[config.mk]
export PLATFORM = sky130hd
export DESIGN_NAME = reg_wb_scoreboard_flat
export DESIGN_NICKNAME = d
export VERILOG_FILES = /design/src/rtl/reg_wb_scoreboard_if.sv /design/src/rtl/reg_wb_scoreboard.sv /design/src/flat_wrapper.sv
export SDC_FILE = /design/constraint.sdc
export NUM_CORES = 1
export LEC_CHECK = 0
export BUFFER_PORTS_ARGS = -buffer_cell sky130_fd_sc_hd__buf_4
export CAP_MARGIN = 20
export CORE_MARGIN = 8
export CORE_UTILIZATION = 54
export CTS_BUF_LIST = sky130_fd_sc_hd__clkbuf_8
export CTS_CLUSTER_DIAMETER = 80
export DETAILED_ROUTE_END_ITERATION = 8
export PLACE_DENSITY_LB_ADDON = 0.12
export SYNTH_ARGS = -nofsm -noshare
export SYNTH_HDL_FRONTEND = slang
export SYNTH_SLANG_ARGS = --single-unit
[constraint.sdc]
create_clock -name clk -period 3 [get_ports clk]
set_input_delay 0.3 -clock clk [delete_from_list [all_inputs] [get_ports clk]]
set_output_delay 0.3 -clock clk [all_outputs]
set_load 0.05 [all_outputs]
[src/rtl/reg_wb_scoreboard_if.sv]
// Issue, write-back and register-file signals of the write-back scoreboard.
// The master side is the pipeline/bench and the slave side is reg_wb_scoreboard.
interface reg_wb_scoreboard_if #(
    parameter int XLEN   = 32,
    parameter int REG_AW = 5
);
    logic                   issue_valid;
    logic [REG_AW-1:0]      issue_rs1;
    logic [REG_AW-1:0]      issue_rs2;
    logic [REG_AW-1:0]      issue_rd;
    logic                   issue_rd_we;
    logic                   issue_long;
    logic                   issue_stall;
    logic                   alu_wb_valid;
    logic [REG_AW-1:0]      alu_wb_rd;
    logic [XLEN-1:0]        alu_wb_data;
    logic                   lsu_wb_valid;
    logic [REG_AW-1:0]      lsu_wb_rd;
    logic [XLEN-1:0]        lsu_wb_data;
    logic                   lsu_wb_ready;
    logic                   rf_we;
    logic [REG_AW-1:0]      rf_waddr;
    logic [XLEN-1:0]        rf_wdata;
    logic [2**REG_AW-1:0]   busy_mask;

    modport master (
        output issue_valid, issue_rs1, issue_rs2, issue_rd, issue_rd_we, issue_long,
        output alu_wb_valid, alu_wb_rd, alu_wb_data,
        output lsu_wb_valid, lsu_wb_rd, lsu_wb_data,
        input  issue_stall, lsu_wb_ready, rf_we, rf_waddr, rf_wdata, busy_mask
    );

    modport slave (
        input  issue_valid, issue_rs1, issue_rs2, issue_rd, issue_rd_we, issue_long,
        input  alu_wb_valid, alu_wb_rd, alu_wb_data,
        input  lsu_wb_valid, lsu_wb_rd, lsu_wb_data,
        output issue_stall, lsu_wb_ready, rf_we, rf_waddr, rf_wdata, busy_mask
    );
endinterface

[src/rtl/reg_wb_scoreboard.sv]
// Write-back arbiter (ALU over buffered LSU) with a long-latency hazard scoreboard.
// Define LSU_BYPASS_EN to let an LSU result skip an empty buffer when the ALU is idle.
module reg_wb_scoreboard #(
    parameter int XLEN     = 32,
    parameter int REG_AW   = 5,
    parameter int LQ_DEPTH = 4
) (
    input  logic                clk,
    input  logic                rst,
    reg_wb_scoreboard_if.slave  bus
);
    localparam int NREG = 2**REG_AW;
    localparam int PW   = $clog2(LQ_DEPTH);
    localparam logic [PW:0] FULL_CNT = (PW+1)'(LQ_DEPTH);

    logic [NREG-1:0]   busy;
    logic [NREG-1:0]   clr_vec;
    logic [NREG-1:0]   set_vec;
    logic [NREG-1:0]   busy_eff;
    logic [NREG-1:0]   busy_nxt;
    logic [REG_AW-1:0] q_rd   [LQ_DEPTH];
    logic [XLEN-1:0]   q_data [LQ_DEPTH];
    logic [PW-1:0]     rd_ptr;
    logic [PW-1:0]     wr_ptr;
    logic [PW:0]       count;
    logic              rf_long;
    logic              lsu_xfer;
    logic              lsu_nz;
    logic              alu_win;
    logic              q_empty;
    logic              bypass;
    logic              pop;
    logic              push;

    always_comb begin
        clr_vec = '0;
        set_vec = '0;
        // A long write on the port this cycle lands at negedge, so it no longer blocks issue.
        if (bus.rf_we && rf_long) clr_vec[bus.rf_waddr] = 1'b1;
        busy_eff = busy & ~clr_vec;
        bus.issue_stall = bus.issue_valid &
                          (busy_eff[bus.issue_rs1] | busy_eff[bus.issue_rs2] |
                           (bus.issue_rd_we & busy_eff[bus.issue_rd]));
        bus.lsu_wb_ready = (count != FULL_CNT);
        lsu_xfer = bus.lsu_wb_valid & bus.lsu_wb_ready;
        lsu_nz   = (bus.lsu_wb_rd != '0);
        alu_win  = bus.alu_wb_valid & (bus.alu_wb_rd != '0);
        q_empty  = (count == '0);
`ifdef LSU_BYPASS_EN
        bypass   = ~alu_win & q_empty & lsu_xfer & lsu_nz;
`else
        bypass   = 1'b0;
`endif
        pop  = ~alu_win & ~q_empty;
        push = lsu_xfer & lsu_nz & ~bypass;
        if (bus.issue_valid && !bus.issue_stall && bus.issue_rd_we && bus.issue_long &&
            bus.issue_rd != '0)
            set_vec[bus.issue_rd] = 1'b1;
        busy_nxt    = busy_eff | set_vec;
        busy_nxt[0] = 1'b0;
    end

    assign bus.busy_mask = busy;

    always_ff @(posedge clk or posedge rst) begin
        if (rst) begin
            busy         <= '0;
            rd_ptr       <= '0;
            wr_ptr       <= '0;
            count        <= '0;
            rf_long      <= 1'b0;
            bus.rf_we    <= 1'b0;
            bus.rf_waddr <= '0;
            bus.rf_wdata <= '0;
        end else begin
            busy    <= busy_nxt;
            count   <= count + (PW+1)'(push) - (PW+1)'(pop);
            if (push) wr_ptr <= wr_ptr + 1'b1;
            if (pop)  rd_ptr <= rd_ptr + 1'b1;
            bus.rf_we <= alu_win | pop | bypass;
            rf_long   <= ~alu_win & (pop | bypass);
            if (alu_win) begin
                bus.rf_waddr <= bus.alu_wb_rd;
                bus.rf_wdata <= bus.alu_wb_data;
            end else if (pop) begin
                bus.rf_waddr <= q_rd[rd_ptr];
                bus.rf_wdata <= q_data[rd_ptr];
            end else if (bypass) begin
                bus.rf_waddr <= bus.lsu_wb_rd;
                bus.rf_wdata <= bus.lsu_wb_data;
            end
        end
    end

    always_ff @(posedge clk) begin
        if (push) begin
            q_rd[wr_ptr]   <= bus.lsu_wb_rd;
            q_data[wr_ptr] <= bus.lsu_wb_data;
        end
    end
endmodule

[src/flat_wrapper.sv]
// flat-port wrapper written by rule: the top's interface ports become plain ports
module reg_wb_scoreboard_flat 
#(
    parameter int XLEN     = 32,
    parameter int REG_AW   = 5,
    parameter int LQ_DEPTH = 4
)
  (clk, rst, bus_issue_valid, bus_issue_rs1, bus_issue_rs2, bus_issue_rd, bus_issue_rd_we, bus_issue_long, bus_alu_wb_valid, bus_alu_wb_rd, bus_alu_wb_data, bus_lsu_wb_valid, bus_lsu_wb_rd, bus_lsu_wb_data, bus_issue_stall, bus_lsu_wb_ready, bus_rf_we, bus_rf_waddr, bus_rf_wdata, bus_busy_mask);
  reg_wb_scoreboard_if #(.XLEN(XLEN), .REG_AW(REG_AW)) bus_i ();
  input  logic clk;
  input  logic rst;
  input wire logic [$bits(bus_i.issue_valid)-1:0] bus_issue_valid;
  input wire logic [$bits(bus_i.issue_rs1)-1:0] bus_issue_rs1;
  input wire logic [$bits(bus_i.issue_rs2)-1:0] bus_issue_rs2;
  input wire logic [$bits(bus_i.issue_rd)-1:0] bus_issue_rd;
  input wire logic [$bits(bus_i.issue_rd_we)-1:0] bus_issue_rd_we;
  input wire logic [$bits(bus_i.issue_long)-1:0] bus_issue_long;
  input wire logic [$bits(bus_i.alu_wb_valid)-1:0] bus_alu_wb_valid;
  input wire logic [$bits(bus_i.alu_wb_rd)-1:0] bus_alu_wb_rd;
  input wire logic [$bits(bus_i.alu_wb_data)-1:0] bus_alu_wb_data;
  input wire logic [$bits(bus_i.lsu_wb_valid)-1:0] bus_lsu_wb_valid;
  input wire logic [$bits(bus_i.lsu_wb_rd)-1:0] bus_lsu_wb_rd;
  input wire logic [$bits(bus_i.lsu_wb_data)-1:0] bus_lsu_wb_data;
  output wire logic [$bits(bus_i.issue_stall)-1:0] bus_issue_stall;
  output wire logic [$bits(bus_i.lsu_wb_ready)-1:0] bus_lsu_wb_ready;
  output wire logic [$bits(bus_i.rf_we)-1:0] bus_rf_we;
  output wire logic [$bits(bus_i.rf_waddr)-1:0] bus_rf_waddr;
  output wire logic [$bits(bus_i.rf_wdata)-1:0] bus_rf_wdata;
  output wire logic [$bits(bus_i.busy_mask)-1:0] bus_busy_mask;
  assign bus_i.issue_valid = bus_issue_valid;
  assign bus_i.issue_rs1 = bus_issue_rs1;
  assign bus_i.issue_rs2 = bus_issue_rs2;
  assign bus_i.issue_rd = bus_issue_rd;
  assign bus_i.issue_rd_we = bus_issue_rd_we;
  assign bus_i.issue_long = bus_issue_long;
  assign bus_i.alu_wb_valid = bus_alu_wb_valid;
  assign bus_i.alu_wb_rd = bus_alu_wb_rd;
  assign bus_i.alu_wb_data = bus_alu_wb_data;
  assign bus_i.lsu_wb_valid = bus_lsu_wb_valid;
  assign bus_i.lsu_wb_rd = bus_lsu_wb_rd;
  assign bus_i.lsu_wb_data = bus_lsu_wb_data;
  assign bus_issue_stall = bus_i.issue_stall;
  assign bus_lsu_wb_ready = bus_i.lsu_wb_ready;
  assign bus_rf_we = bus_i.rf_we;
  assign bus_rf_waddr = bus_i.rf_waddr;
  assign bus_rf_wdata = bus_i.rf_wdata;
  assign bus_busy_mask = bus_i.busy_mask;
  reg_wb_scoreboard #(.XLEN(XLEN), .REG_AW(REG_AW), .LQ_DEPTH(LQ_DEPTH)) u_core (.clk(clk), .rst(rst), .bus(bus_i));
endmodule
Word level (Yosys, flattened, before mapping)
Memories as Yosys holds them, arrays and structs flattened.
Index checks and enable logic that the tools add are counted.
- bits in writable memories: 148
- memories: 2
- output and inout port bits: 72
- bits in registers: 77
- memory list (memory ; depth ; width ; rd ports ; clocked after memory_dff ; write ports ; line ; source):
    u_core.q_data ; 4 ; 32 ; 1 ; 0 ; 1 ; reg_wb_scoreboard.sv:22 ; logic [XLEN-1:0] q_data [LQ_DEPTH];
    u_core.q_rd ; 4 ; 5 ; 1 ; 0 ; 1 ; reg_wb_scoreboard.sv:21 ; logic [REG_AW-1:0] q_rd [LQ_DEPTH];
- $lt $le $gt $ge: 6
- eq/ne operators: 1
- add/subtract/negate cells: 4
- reduce and logical (&&, ||, !) cells: 13
- multiplexer cells: 18
- bitwise operators: 15
- operators by type and width (cell ; number):
    2-to-1 mux 32 bit ; 4
    bitwise AND 32 bit ; 1
    NOT 32 bit ; 1
    OR 32 bit ; 1
    < comparator 5 x 6 -> 1 bit, second input constant ; 4
    binary-select mux 1 bit (select 5 bit) ; 3
    nonzero test 5 bit ; 3
    demux 1 bit (select 5 bit) ; 2
    greater-or-equal comparator 5 x 1 -> 1 bit, second input constant ; 2
    2-to-1 mux 5 bit ; 2
    bitwise AND 1 bit ; 7
    logical AND 1 bit ; 7
    2-to-1 mux 1 bit ; 7
    adder 2 x 1 -> 2 bit, second input constant ; 2
    adder 3 x 1 -> 3 bit ; 1
    zero test 3 bit ; 1
    inequality test 3 bit, second input constant ; 1
    OR 1 bit ; 3
    subtractor 3 x 1 -> 3 bit ; 1
    NOT 1 bit ; 2
    nonzero test 2 bit ; 1
    zero test 1 bit ; 1

Longest topological paths before layout
- depth after elaboration: 19
- gate-level depth with buffers: 10
- gate-level depth less buffers: 10

Worst setup path before layout
OpenSTA, ideal clock, no wires.
- path type: register to output
- from: register u_core.bus.rf_waddr[0]
- to: output port bus_issue_stall
- slack: -0.256 ns
- path buffers: 2
- arrival time: 2.956 ns
- required time: 2.700 ns
- cell stages (with the launch flop): 9
- cells stage by stage: dfrtp_1 buf_2 nand4b_1 o21ai_0 mux4_2 a2111oi_0 a211o_1 buf_6 o21a_1
- longest elaborated chain between the ends: 12
- elaborated cells between the ends (all ways): 18
- ends and longest elaborated chain (what ; line ; source):
    start: declaration ; reg_wb_scoreboard_if.sv:37 ; output issue_stall, lsu_wb_ready, rf_we, rf_waddr, rf_wdata, busy_mask
    start signal: assignment ; reg_wb_scoreboard.sv:83 ; bus.rf_waddr <= bus.alu_wb_rd;
    start signal: assignment ; reg_wb_scoreboard.sv:86 ; bus.rf_waddr <= q_rd[rd_ptr];
    start signal: assignment ; reg_wb_scoreboard.sv:89 ; bus.rf_waddr <= bus.lsu_wb_rd;
    < comparator 5 x 6 -> 1 bit (not written as such) or greater-or-equal comparator 5 x 1 -> 1 bit (tied branches) ; reg_wb_scoreboard.sv:39 ; if (bus.rf_we && rf_long) clr_vec[bus.rf_waddr] = 1'b1;
    logical AND 1 bit (not written as such) ; reg_wb_scoreboard.sv:39 ;
    2-to-1 mux 1 bit (not written as such) ; reg_wb_scoreboard.sv:39 ;
    demux 1 bit (select 5 bit) (*) ; -- ;
    2-to-1 mux 32 bit (*) ; reg_wb_scoreboard.sv:39 ;
    NOT 32 bit (*) ; reg_wb_scoreboard.sv:40 ; busy_eff = busy & ~clr_vec;
    bitwise AND 32 bit (*) ; reg_wb_scoreboard.sv:40 ;
    binary-select mux 1 bit (select 5 bit) (on tied branches) ; reg_wb_scoreboard.sv:42, reg_wb_scoreboard.sv:43 ;
    2-to-1 mux 1 bit (on tied branches) ; reg_wb_scoreboard.sv:42, reg_wb_scoreboard.sv:43 ;
    OR 1 bit or bitwise AND 1 bit (tied branches) ; reg_wb_scoreboard.sv:42, reg_wb_scoreboard.sv:43 ;
    OR 1 bit (*) ; reg_wb_scoreboard.sv:42 ; (busy_eff[bus.issue_rs1] | busy_eff[bus.issue_rs2] |
    bitwise AND 1 bit (*) ; reg_wb_scoreboard.sv:41 ; bus.issue_stall = bus.issue_valid &
    end: declaration ; flat_wrapper.sv:24 ; output wire logic [$bits(bus_i.issue_stall)-1:0] bus_issue_stall;
Every way passes the cells marked *; elsewhere a longest branch is shown, timed or not. The select of a mux whose other input is x is not followed.

Final worst setup path
- from: register u_core.bus.rf_waddr[2]
- to: output port bus_issue_stall
Same word-level chain as after synthesis.

==> impl_results.md <==
- Largest area contributor in the netlist: edfxtp_1
- Main combinational cell family by area after synthesis: multiplexers
- Die area: roughly 24000 um^2
- DRT Pass-1 Iters: 5
- Multiplexer share of the synthesized area: 12.96%
- Period minus WS final: roughly 3300 ps
- Cell count after synthesis: 765
- Final setup margin: -314.5 ps
- Crit path launch type: register
- Final ANT Viol Nets: 0
- Total wire length: 31820 um
- Diodes inserted: 0
- Synth Area in Compound Gates: 11.86%
- Post-Route Setup TNS: -314.5 ps
- Share of cells above drive strength 1: 36.79%
- HPWL Detailed: roughly 22000 um
- I/O pins: 168
- Pin count of the biggest net entering global routing: 75
- First-pass GRT wire length: 48420 um
- Synthesis-to-finish area growth: 30.73%
- Syn Nets: between 800 and 900
- Chip width: 155.1 um
- Crit Path Class: register to primary output
- FF-to-FF End: u_core.bus.busy_mask[2]
- Status: finished with violations
- Area post-placement: ~12000 um^2
- Simple-gate portion of the synthesized area: 9.646%
- Ys async rst share: 34.22%
- Worst r2r path cells: 10
- Final design utilization: 71.16%
- Leakage: 5.253 nW
- Fmax: a little over 300 MHz
- GRT Overall Usage: 26.40%
- Reg2reg start: u_core.bus.rf_waddr[2]
- RSZ-0062 raised after global routing: yes
- Hold Path Depth: 1
- Post-synth EDFFs: 148
- Final Hold Fails: 0
- Skew-Pair Late Insertion Delay: ~500 ps
- Synth Register Bits: 225
- CP arrival: approximately 3000 ps
- Sequential standard cell area: 6382 um^2
- H-tree levels: 2
- CP Capture Type: primary output
- Hold endpoint: u_core.q_rd[1][4]
- Max_cap viols: 0
- # DRC: 0
- Most common cell after layout, fill and taps aside: buf_4
- # rows: just over 50
- Area of the multi-input gates: 3870 um^2
- CP required: 2700 ps
- Starting Density: 54.43%
- Fin crit share: 110.5%
- Setup-failing EPs final: 1
- Post-route cell area: 13670 um^2
- Number of synthesis warnings: 0
- Drt wl/cell: 24.01 um
- Reg2Reg Setup Slack: 90 ps
- Initial antenna violation count: 0
- Core box area: 19210 um^2
- Design Power: 13.62 mW
- Seq/Total Area, Yosys: 60.94%
- Post-synth top area share: approximately 43%
- CTS sink count: 225
- Failing checks: negative setup slack
- 1st-iter DRT viols: 524
- Commonest non-fill, non-tap cells in the layout: 238 x buf_4, 148 x edfxtp_1, 68 x dfrtp_1, 50 x nor2_1, 43 x inv_1
- Min-delay src: bus_lsu_wb_rd[4]
- Max FO, Critical Path: 8
- Vias per cell: 5.971
- Worst IR Drop VDD: between 0.7 and 0.8 mV
- Ys flop type: edfxtp_1
- CTS Buf Count: 36
- GPL Wtd Cong: around 0.99
- Clock Tree Buf Depth: 3
- Gr ovfl total: 0
- Post-synthesis adder-cell area fraction: less than 1%
- Slew headroom: 46.78%
- Fillers: about 1300
- CTS tree: yes
- Synthesized area: 10460 um^2
- Final Max Tran Viols: 0
- Hold Path Class: primary input to register
- Synth cell types: 70
- Xor and xnor area share after synthesis: 0.4189%
- Mean Syn Cell Area: around 14 um^2
- Worst Skew: 10.95 ps
- Hold WS: 32.46 ps
- Vias: about 7900
- Worst Tran Pin Value: about 800 ps
- Die Ht: 155.1 um
- I/O Buffers: 166
- Ranking of synthesized cells by area: edfxtp_1 43%, dfrtp_1 18%, mux4_2 8.8%
- Clock slew at reported path FFs: 60 ps
- P per Cell Area: ~1000 nW/um^2
- Root buffer cell: clkbuf_8
- Number of global-route vias before repair: 8601
- Net count, final: about 1100
-- sequential cells by signal, summed over array words and instances, names as in the netlist --
name	count
u_core.q_rd	20
u_core.wr_ptr	2
u_core.bus.rf_we	1
u_core.rf_long	1
u_core.count	3
u_core.q_data	128
u_core.bus.busy_mask	31
u_core.bus.rf_waddr	5
u_core.rd_ptr	2
u_core.bus.rf_wdata	32
-- synthesized netlist by cell type (4+ instances only) --
cell,instances
a2111oi_0,5
a211oi_1,11
a21oi_1,43
a31oi_1,4
a32oi_1,6
and2_1,8
and3_1,4
buf_1,10
buf_2,9
clkbuf_1,31
dfrtp_1,77
edfxtp_1,148
ha_1,6
inv_1,25
mux2i_1,42
mux4_2,41
nand2_1,29
nand2b_1,4
nand3_1,39
nand3b_1,5
nand4_1,5
nor2_1,50
nor2b_1,9
nor3_1,11
nor3b_1,5
nor4_1,5
o211ai_1,11
o21ai_0,19
o21ai_1,10
o31ai_1,14
o31ai_2,19
xnor2_1,4
-- critical path, cell delays in order (launching register included) --
cell	delay [ps]
dfrtp_2	450
buf_4	150
or3b_4	430
o21ai_4	140
nor3_1	50
or4_1	410
a32o_1	240
a211o_1	280
o21a_4	210
buf_6	140
-- how the worst max path moves through the flow --
stage                                       from                        to  slack, ps  depth (start not counted)
after floorplan           u_core.bus.rf_waddr[4]           bus_issue_stall          8                          9
after global placement    u_core.bus.rf_waddr[4]           bus_issue_stall        130                          9
after detailed placement  u_core.bus.rf_waddr[2]  u_core.bus.busy_mask[14]        110                          9
after CTS                 u_core.bus.rf_waddr[2]           bus_issue_stall       -370                          9
after global routing      u_core.bus.rf_waddr[2]           bus_issue_stall       -400                          9
final                     u_core.bus.rf_waddr[2]           bus_issue_stall       -310                          9
-- layer usage --
layer | track usage, % | vias up | wire (um)
li1 | - | 3526 | -
met1 | 29.65 | 3937 | 11920
met2 | 46.17 | 362 | 16290
met3 | 5.742 | 87 | 2096
met4 | 14.61 | 0 | 1508
met5 | 0 | - | 0
-- metrics by stage --
stage               instances  worst slack, ps
CTS                      1318           -374.0
global route             1325           -395.8
finish                   1325           -314.5
global placement         1211            127.6
detailed placement       1211            108.4
floorplan                 765            7.726
-- timing repair --
item / CTS / global route
buffers inserted: 4 / 7
cloned: 0 / 0
hold endpoints to repair: 177 / 0
gates resized for setup: 8 / 18
pin swaps: 3 / 4
endpoints found under the setup margin: 1 / 31
hold buffers: 37 / 0
-- final cells by class --
| type | count | share of cell area, % |
|---|---|---|
| clock buffers | 39 | 3.927 |
| clock inverters | 27 | 1.199 |
| multi-input cells | 460 | 28.31 |
| repair buffers | 283 | 16.72 |
| well taps | 265 | 2.426 |
| inverters | 26 | 0.7232 |
| flip-flops and latches | 225 | 46.70 |
-- power breakdown --
group          switching [mW]  total [mW]  internal, mW
Clock                    1.15        2.53          1.38
Combinational            3.80        6.24          2.44
Sequential              0.648        4.85          4.21
-- cell families after synthesis --
family                   after synthesis
buffers and inverters                 80
AO/OA/AOI/OAI                        171
AND/OR/NAND/NOR                      192
multiplexers                          84
adder cells (fa/ha/maj)                7
flip-flops                           225
other                                  1
XOR/XNOR                               5
Power figures use the tool's default switching activity.
